File: config.mk
export PLATFORM = sky130hd
export DESIGN_NAME = host_cmd_parser
export DESIGN_NICKNAME = d
export VERILOG_FILES = /design/src/rtl/host_cmd_parser.sv
export SDC_FILE = /design/constraint.sdc
export NUM_CORES = 1
export LEC_CHECK = 0
export BUFFER_PORTS_ARGS = -buffer_cell sky130_fd_sc_hd__buf_2
export CORE_AREA = 2 2 125 127
export CTS_CLUSTER_DIAMETER = 30
export CTS_CLUSTER_SIZE = 24
export DETAILED_ROUTE_END_ITERATION = 8
export DIE_AREA = 0 0 127 129
export PLACE_DENSITY = 0.77
export RECOVER_POWER = 100
export SYNTH_ARGS = -nofsm -noshare
export SYNTH_HDL_FRONTEND = slang
export SYNTH_SLANG_ARGS = --single-unit
File: constraint.sdc
create_clock -name clk -period 3.2 [get_ports clk]
set_input_delay 0.32 -clock clk [delete_from_list [all_inputs] [get_ports clk]]
set_output_delay 0.32 -clock clk [all_outputs]
set_load 0.05 [all_outputs]
File: src/rtl/host_cmd_parser.sv
// Host command packet parser: header, payload pass-through through a one-entry register, checksum check.
// Optional inter-word starvation timeout is enabled with macro HOST_CMD_TIMEOUT_EN.
module host_cmd_parser #(
  parameter int host_width     = 16,
  parameter int timeout_cycles = 4096
) (
  input  logic                  clk,
  input  logic                  reset,
  input  logic [host_width-1:0] in_data,
  input  logic                  in_enable,
  output logic                  in_ready,
  output logic [7:0]            hdr_dest,
  output logic [7:0]            hdr_cmd,
  output logic [23:0]           hdr_length,
  output logic                  hdr_valid,
  output logic [host_width-1:0] out_data,
  output logic                  out_enable,
  input  logic                  out_ready,
  output logic                  done,
  output logic                  checksum_error,
  output logic                  timeout_error
);

  typedef enum logic [2:0] {
    S_DEST   = 3'd0,
    S_CMD    = 3'd1,
    S_LEN_HI = 3'd2,
    S_LEN_LO = 3'd3,
    S_DATA   = 3'd4,
    S_CK_HI  = 3'd5,
    S_CK_LO  = 3'd6
  } state_t;

  state_t      state;
  state_t      state_next;
  logic        xfer;
  logic        abort;
  logic [7:0]  dest_tmp;
  logic [7:0]  cmd_tmp;
  logic [7:0]  len_hi_tmp;
  logic [23:0] remaining;
  logic [31:0] csum;
  logic [15:0] ck_hi;

  // Input is held off only while a payload word would overwrite an unaccepted one.
  always_comb begin
    if (state == S_DATA) begin
      in_ready = !out_enable || out_ready;
    end else begin
      in_ready = 1'b1;
    end
  end

  assign xfer = in_enable && in_ready;

  // Next-state logic: one state per transferred word, S_DATA repeats until the count runs out.
  always_comb begin
    state_next = state;
    if (abort) begin
      state_next = S_DEST;
    end else if (xfer) begin
      case (state)
        S_DEST:   state_next = S_CMD;
        S_CMD:    state_next = S_LEN_HI;
        S_LEN_HI: state_next = S_LEN_LO;
        S_LEN_LO: state_next = ({len_hi_tmp, in_data} != 24'd0) ? S_DATA : S_CK_HI;
        S_DATA:   state_next = (remaining == 24'd1) ? S_CK_HI : S_DATA;
        S_CK_HI:  state_next = S_CK_LO;
        S_CK_LO:  state_next = S_DEST;
        default:  state_next = S_DEST;
      endcase
    end else begin
      state_next = state;
    end
  end

  // State register, header capture, payload count, running checksum and status pulses.
  always_ff @(posedge clk) begin
    if (reset) begin
      state          <= S_DEST;
      dest_tmp       <= 8'd0;
      cmd_tmp        <= 8'd0;
      len_hi_tmp     <= 8'd0;
      remaining      <= 24'd0;
      csum           <= 32'd0;
      ck_hi          <= 16'd0;
      hdr_dest       <= 8'd0;
      hdr_cmd        <= 8'd0;
      hdr_length     <= 24'd0;
      hdr_valid      <= 1'b0;
      done           <= 1'b0;
      checksum_error <= 1'b0;
    end else begin
      state          <= state_next;
      hdr_valid      <= 1'b0;
      done           <= 1'b0;
      checksum_error <= 1'b0;
      if (xfer) begin
        case (state)
          S_DEST:   dest_tmp   <= in_data[7:0];
          S_CMD:    cmd_tmp    <= in_data[7:0];
          S_LEN_HI: len_hi_tmp <= in_data[7:0];
          S_LEN_LO: begin
            hdr_dest   <= dest_tmp;
            hdr_cmd    <= cmd_tmp;
            hdr_length <= {len_hi_tmp, in_data};
            hdr_valid  <= 1'b1;
            remaining  <= {len_hi_tmp, in_data};
          end
          S_DATA: begin
            remaining <= remaining - 24'd1;
            csum      <= csum + {16'd0, in_data};
          end
          S_CK_HI:  ck_hi <= in_data;
          S_CK_LO: begin
            done           <= 1'b1;
            checksum_error <= ({ck_hi, in_data} != csum);
          end
          default: ;
        endcase
      end
      // The sum restarts whenever the parser heads back to S_DEST.
      if (abort || (xfer && state == S_CK_LO)) begin
        csum <= 32'd0;
      end
    end
  end

  // One-entry payload register; it keeps draining while the parser is past S_DATA.
  always_ff @(posedge clk) begin
    if (reset) begin
      out_data   <= 16'd0;
      out_enable <= 1'b0;
    end else if (abort) begin
      out_enable <= 1'b0;
    end else if (xfer && state == S_DATA) begin
      out_data   <= in_data;
      out_enable <= 1'b1;
    end else if (out_ready) begin
      out_enable <= 1'b0;
    end else begin
      out_enable <= out_enable;
    end
  end

`ifdef HOST_CMD_TIMEOUT_EN
  localparam int cnt_w = $clog2(timeout_cycles + 1);
  logic [cnt_w-1:0] idle_cnt;

  // Abort fires on the idle cycle that would bring the count to timeout_cycles.
  assign abort = (state != S_DEST) && !in_enable && (idle_cnt == cnt_w'(timeout_cycles - 1));

  // Starvation counter: only cycles with no word offered count.
  always_ff @(posedge clk) begin
    if (reset) begin
      idle_cnt      <= '0;
      timeout_error <= 1'b0;
    end else begin
      timeout_error <= abort;
      if (state == S_DEST || xfer || abort) begin
        idle_cnt <= '0;
      end else if (!in_enable) begin
        idle_cnt <= idle_cnt + 1'b1;
      end else begin
        idle_cnt <= idle_cnt;
      end
    end
  end
`else
  assign abort         = 1'b0;
  assign timeout_error = 1'b0;
`endif

endmodule

==> impl_metrics.json, run 1 <==
{
  "gr-usage-all-layers_pct": 24.3,
  "post_drt_via_cell_ratio": 5.81,
  "hold_viol_final": 0,
  "finalNetCount": 1041,
  "final_period_minus_worst_setup_slack_ns": 2.75,
  "worst-setup-path-type": "reg2reg",
  "crit_required_ns": 3.47,
  "post_syn_nets": 999,
  "synth-warning-count": 0,
  "max-slew-margin-rel_pct": 4.60,
  "register_area_share_after_synthesis_pct": 42.8,
  "grt_start_max_net_pins": 86,
  "hp-class": "in2reg",
  "fillerInstances": 1436,
  "dr_total_vias": 6993,
  "fmax_mhz": 364,
  "setup_viol": 0,
  "initial_utilization_pct": 49.7,
  "clock_root_buffer_master": "sky130_fd_sc_hd__clkbuf_16",
  "drt_first_iter_violations": 819,
  "pre_cts_ws_ns": 0.464,
  "yosys-mux-area-fraction_pct": 1.08,
  "initial_antenna_violation_count": 0,
  "drt-pass1-iter-count": 5,
  "synth_edf_count": 0,
  "post_drt_wl_per_cell_um": 16.5,
  "timing.critical_path.fanout_max": 7,
  "cts_sinks": 159,
  "yosys.area_share.xor_xnor_pct": 4.36,
  "fp.dieW_um": 127,
  "synth_seq_cells": 159,
  "num_antenna_cells": 0,
  "grt.overflow.total": 0,
  "cts_inserted_buffers": 17,
  "insertion_delay_ns": 0.44,
  "timing.max_cap.violations": 0,
  "chipHeight_um": 129,
  "timing.final.crit_share_pct": 86.0,
  "flow.area_growth_from_synthesis_pct": 13.1,
  "yosys.cell_types.count": 61,
  "synth_simple_gate_area_share_pct": 24.5,
  "fin_worst_skew_ns": 0.00921,
  "end_kind": "flip-flop",
  "post_synth_most_frequent_cells": "sky130_fd_sc_hd__nand2_1, sky130_fd_sc_hd__dfxtp_1, sky130_fd_sc_hd__a21oi_1",
  "arrival_ns": 3.02,
  "synthTopCellsByArea": "sky130_fd_sc_hd__dfxtp_1, sky130_fd_sc_hd__nand2_1, sky130_fd_sc_hd__a21oi_1",
  "vdd_drop_max_uv": 396,
  "detailed_place.area_mm2": 0.00789,
  "grt_first_pass_wirelength_mm": 31.7,
  "postLayoutSetupSlackWorst_ns": 0.449,
  "timing_worst_slew_pin_value_ns": 1.42,
  "cts_hold_repair.buffers": 0,
  "synthesis.area_mm2": 0.00744,
  "number_of_max_slew_violations_in_the_final_report": 0,
  "synth.top_cell.area_share_pct": 42.8,
  "synth_most_common_cell": "sky130_fd_sc_hd__nand2_1",
  "htree_levels": 4,
  "placeableCoreArea_mm2": 0.0150,
  "final_hold_slack_ns": 0.0820,
  "power.density_mw_per_mm2": 540,
  "vias_in_the_first_global_route": 6224,
  "post-dp-hpwl_mm": 12.8,
  "synthArstFlopShare_pct": 0,
  "post-layout-total-power_mw": 4.55,
  "startpoint_type": "flip-flop",
  "worst_setup_hold_path_clk_slew_ns": 0.06,
  "ant_nets": 0,
  "cts_tree": "done",
  "post_route_cells_drive_above_1_share_pct": 7.39,
  "gpl_congestion": 0.958,
  "totalWireLength_mm": 19.8,
  "leakagePower_nw": 3.04,
  "numPortBuffers": 80,
  "run_status": "completed",
  "grt_setup_unrepaired": "no",
  "postCtsSetupRepairBufs": 0,
  "ctsResizeCount": 0,
  "row_count": 45,
  "design_area_mm2": 0.00842,
  "boundaryPins": 82,
  "max-clock-path-buffers": 2,
  "synth_top_family_by_area": "simple AND/OR/NAND/NOR gates",
  "synthFlopType": "sky130_fd_sc_hd__dfxtp_1",
  "yosysTopAreaCell": "sky130_fd_sc_hd__dfxtp_1",
  "compound_cell_area_share_of_the_yosys_netlist_pct": 19.7,
  "floorplan.die_area_mm2": 0.0164,
  "drcViolationCount": 0,
  "yosys.area_share.adder_pct": 3.30,
  "synth_cells": 960,
  "setup_tns_ns": 0,
  "synth_area_per_cell_um2": 7.75
}
-- power breakdown --
group / switching (mW) / internal, mW / total [mW] / leakage (nW)
Sequential: 0.0210 / 2.00 / 2.02 / 1.28
Combinational: 0.214 / 0.0870 / 0.301 / 1.45
Clock: 0.890 / 1.33 / 2.22 / 0.314
-- registers in the layout, summed over array words and instances (netlist names), 16 cells and up --
| register | flops |
|---|---|
| csum | 32 |
| hdr_length | 24 |
| remaining | 24 |
| ck_hi | 16 |
| out_data | 16 |
-- layout make-up --
cell class | instances | area [um2] | area share, %
flip-flops and latches | 159 | 3180 | 37.8
multi-input cells | 726 | 3920 | 46.6
clock inverters | 15 | 225 | 2.68
well taps | 188 | 235 | 2.80
clock buffers | 17 | 425 | 5.06
repair buffers | 92 | 400 | 4.76
inverters | 6 | 22.5 | 0.268
-- cell families (layout without fill, tap and decap cells) --
group	count (synthesis)	count (layout)
buffers and inverters	75	130
xor gates and xnor gates	37	37
other	1	1
muxes	8	8
AOI/OAI and AO/OA	252	252
DFF	159	159
adders and majority gates	19	19
and+or+nand+nor	409	409
-- critical path, cell delays in order (launching register included) --
cell,delay [ns]
sky130_fd_sc_hd__dfxtp_1,0.32
sky130_fd_sc_hd__ha_1,0.21
sky130_fd_sc_hd__fa_1,0.44
sky130_fd_sc_hd__a211oi_1,0.33
sky130_fd_sc_hd__o21ai_0,0.14
sky130_fd_sc_hd__a21oi_1,0.31
sky130_fd_sc_hd__o21ai_0,0.39
sky130_fd_sc_hd__nand4_1,0.25
sky130_fd_sc_hd__xor2_1,0.15
sky130_fd_sc_hd__nor2_1,0.05
-- per-stage QoR --
stage	std cells	utilization (%)
after global placement	1171	52.7
after floorplan	960	-
final	1203	56.2
after global routing	1203	56.2
after CTS	1203	57.0
after detailed placement	1171	52.7
-- routing by layer --
layer | track usage, % | vias to the layer above | routed length [um]
met5 | 0 | - | 0
met4 | 9.76 | 0 | 515
met3 | 4.74 | 34 | 1460
met2 | 37.4 | 281 | 8750
met1 | 33.7 | 3288 | 9070
li1 | - | 3390 | -
-- cell usage in the layout, fill, tap and decap left out, types with 6 or more instances in the layout --
cell and instances:
sky130_fd_sc_hd__nand2_1 249, sky130_fd_sc_hd__dfxtp_1 159, sky130_fd_sc_hd__a21oi_1 146, sky130_fd_sc_hd__nor2_1 64, sky130_fd_sc_hd__clkbuf_1 62, sky130_fd_sc_hd__o21ai_0 31, sky130_fd_sc_hd__xor2_1 23, sky130_fd_sc_hd__buf_2 19
sky130_fd_sc_hd__ha_1 18, sky130_fd_sc_hd__clkbuf_16 17, sky130_fd_sc_hd__nor4_1 16, sky130_fd_sc_hd__nand4_1 15, sky130_fd_sc_hd__xnor2_1 14, sky130_fd_sc_hd__a211oi_1 12, sky130_fd_sc_hd__nand3_1 12, sky130_fd_sc_hd__or3_1 12
sky130_fd_sc_hd__a22oi_1 9, sky130_fd_sc_hd__and3_1 8, sky130_fd_sc_hd__mux2i_1 8, sky130_fd_sc_hd__o21ai_1 7, sky130_fd_sc_hd__buf_4 7, sky130_fd_sc_hd__a21o_1 6, sky130_fd_sc_hd__inv_1 6, sky130_fd_sc_hd__nor3_1 6
-- final timing paths --
kind	startpoint	end	slack, ns	cells after the start
setup / recovery	csum[0]	csum[24]	0.45	9
hold / removal	reset	ck_hi[11]	0.08	2
setup reg to reg	csum[0]	csum[24]	0.45	9
hold reg to reg	hdr_length[14]	hdr_length[14]	0.45	2
Note: power is estimated with default switching activity, not from simulation.
==> run 2, diff against run 1 <==
==> constraint.sdc (replaced) <==
create_clock -name clk -period 3.2 [get_ports clk]
set_input_delay 0.16 -clock clk [delete_from_list [all_inputs] [get_ports clk]]
set_output_delay 0.16 -clock clk [all_outputs]
set_load 0.05 [all_outputs]
==> impl_metrics.json, run 2 (synthesis results as in run 1) <==
{
  "power.density_mw_per_mm2": 524,
  "grt_setup_unrepaired": "no",
  "timing.final.crit_share_pct": 83.7,
  "timing.critical_path.cells": "nand2b_1 -> or2_0 -> o21ai_0 -> and2_0 -> clkbuf_2 -> o21ai_0 -> a22oi_1 -> nor2_1",
  "multi_input_area_mm2": 0.00392,
  "chipHeight_um": 129,
  "area.sequential_mm2": 0.00318,
  "worst-setup-path-type": "reg2reg",
  "flow.area_growth_from_synthesis_pct": 12.2,
  "number_of_max_slew_violations_in_the_final_report": 0,
  "startpoint_type": "flip-flop",
  "fp.dieW_um": 127,
  "totalWireLength_mm": 20.1,
  "cts_hold_repair.buffers": 0,
  "drcViolationCount": 0,
  "placeableCoreArea_mm2": 0.0150,
  "run_status": "completed",
  "timing.critical_path.fanout_max": 36,
  "largest_register_ffs": 32,
  "gr-usage-all-layers_pct": 25.0,
  "drt-pass1-iter-count": 5,
  "row_count": 45,
  "r2r_cell_count": 8,
  "arrival_ns": 2.97,
  "final_period_minus_worst_setup_slack_ns": 2.68,
  "critical-path-top-cell-by-count": "sky130_fd_sc_hd__o21ai_0",
  "clock_root_buffer_master": "sky130_fd_sc_hd__clkbuf_16",
  "cts_inserted_buffers": 17,
  "finalNetCount": 1039,
  "setup_viol": 0,
  "boundaryPins": 82,
  "num_antenna_cells": 0,
  "post_drt_wl_per_cell_um": 16.7,
  "initial_utilization_pct": 49.7,
  "fmax_mhz": 373,
  "cts_tree": "done",
  "max-slew-margin-rel_pct": 10.0,
  "fin_util_pct": 55.7,
  "htree_levels": 4,
  "dr_total_vias": 6899,
  "hp-class": "in2reg",
  "most_common_cell_after_layout_fill_and_taps_aside": "sky130_fd_sc_hd__nand2_1",
  "vias_in_the_first_global_route": 6246,
  "vdd_drop_max_uv": 420,
  "cts_sinks": 159,
  "top_register": "csum",
  "hold_path_depth": 3,
  "max-clock-path-buffers": 2,
  "setup_tns_ns": 0,
  "numPortBuffers": 80,
  "post-dp-hpwl_mm": 13.1,
  "worst_setup_hold_path_clk_slew_ns": 0.07,
  "fillerInstances": 1448,
  "critical-path-max-stage-delay_ns": 0.56,
  "crit_required_ns": 3.49,
  "end_kind": "flip-flop",
  "post_route_cells_drive_above_1_share_pct": 7.21,
  "insertion_delay_ns": 0.43,
  "largest_registers": "csum (32), hdr_length (24), remaining (24)",
  "grt.overflow.total": 0,
  "postCtsSetupRepairBufs": 0,
  "most-common-layout-cells": "sky130_fd_sc_hd__nand2_1, sky130_fd_sc_hd__dfxtp_1, sky130_fd_sc_hd__a21oi_1, sky130_fd_sc_hd__nor2_1, sky130_fd_sc_hd__clkbuf_1",
  "critical-path-slowest-cell": "sky130_fd_sc_hd__clkbuf_2",
  "drt_first_iter_violations": 723,
  "hold_viol_final": 0,
  "timing_worst_slew_pin_value_ns": 1.34,
  "ctsResizeCount": 0,
  "grt_first_pass_wirelength_mm": 32.4,
  "grt_start_max_net_pins": 74,
  "initial_antenna_violation_count": 0,
  "post_drt_via_cell_ratio": 5.74,
  "timing.max_cap.violations": 0,
  "leakagePower_nw": 3.01,
  "fin_worst_skew_ns": 0.00760,
  "floorplan.die_area_mm2": 0.0164,
  "gpl_congestion": 0.962,
  "ant_nets": 0
}
==> run 2: changes by cell type in the layout (fill, tap and decap cells not counted), sizes merged <==
cell	previous run	this run
clkinv	4	2
bufinv	4	2
clkinvlp	1	3
==> run 2: layout make-up <==
cell class / instances / area share (%)
Tap cell: 188 / 2.82
Timing Repair Buffer: 90 / 4.69
Inverter: 6 / 0.270
Multi-Input combinational cell: 726 / 47.0
Clock inverter: 13 / 1.80
Clock buffer: 19 / 5.30
Sequential cell: 159 / 38.1
==> run 2: critical path, delay by kind of cell, from the launching register on <==
| kind | cells | cell delay, ns |
|---|---|---|
| compound gates | 3 | 0.72 |
| buf+inv | 1 | 0.56 |
| flops | 1 | 0.41 |
| simple gates | 4 | 0.84 |
==> run 2: final timing paths <==
path,slack (ns),endpoint,start
hold reg to reg,0.45,hdr_cmd[2],hdr_cmd[2]
hold / removal,0.08,hdr_length[15],in_data[15]
setup reg to reg,0.52,remaining[22],state[0]
setup / recovery,0.52,remaining[22],state[0]
==> run 2: stage by stage <==
stage               setup slack, ns  power, mW  std cells  area [um2]  hold slack [ns]
finish                        0.520       4.38       1201        8350           0.0784
global route                  0.317       4.50       1201        8350           0.0728
CTS                           0.737       4.39       1201        8470           0.0608
detailed placement            0.661       2.36       1169        7880            0.443
global placement              0.740       2.36       1169        7880            0.440
floorplan                     0.959       2.28        960        7440            0.296
==> run 2: metal layers <==
layer  up-vias  routed length, um  global-route usage, %
met3        31               1570                   5.86
met1      3216               9030                   33.6
met5         -                  0                      0
met2       262               9130                   39.9
met4         0                377                   8.34
li1       3390                  -                      -
==> run 2: where the power goes <==
part | leakage [nW] | internal [mW] | switching (mW)
clock | 0.285 | 1.19 | 0.868
sequential | 1.28 | 2.00 | 0.0212
combinational | 1.44 | 0.0854 | 0.213
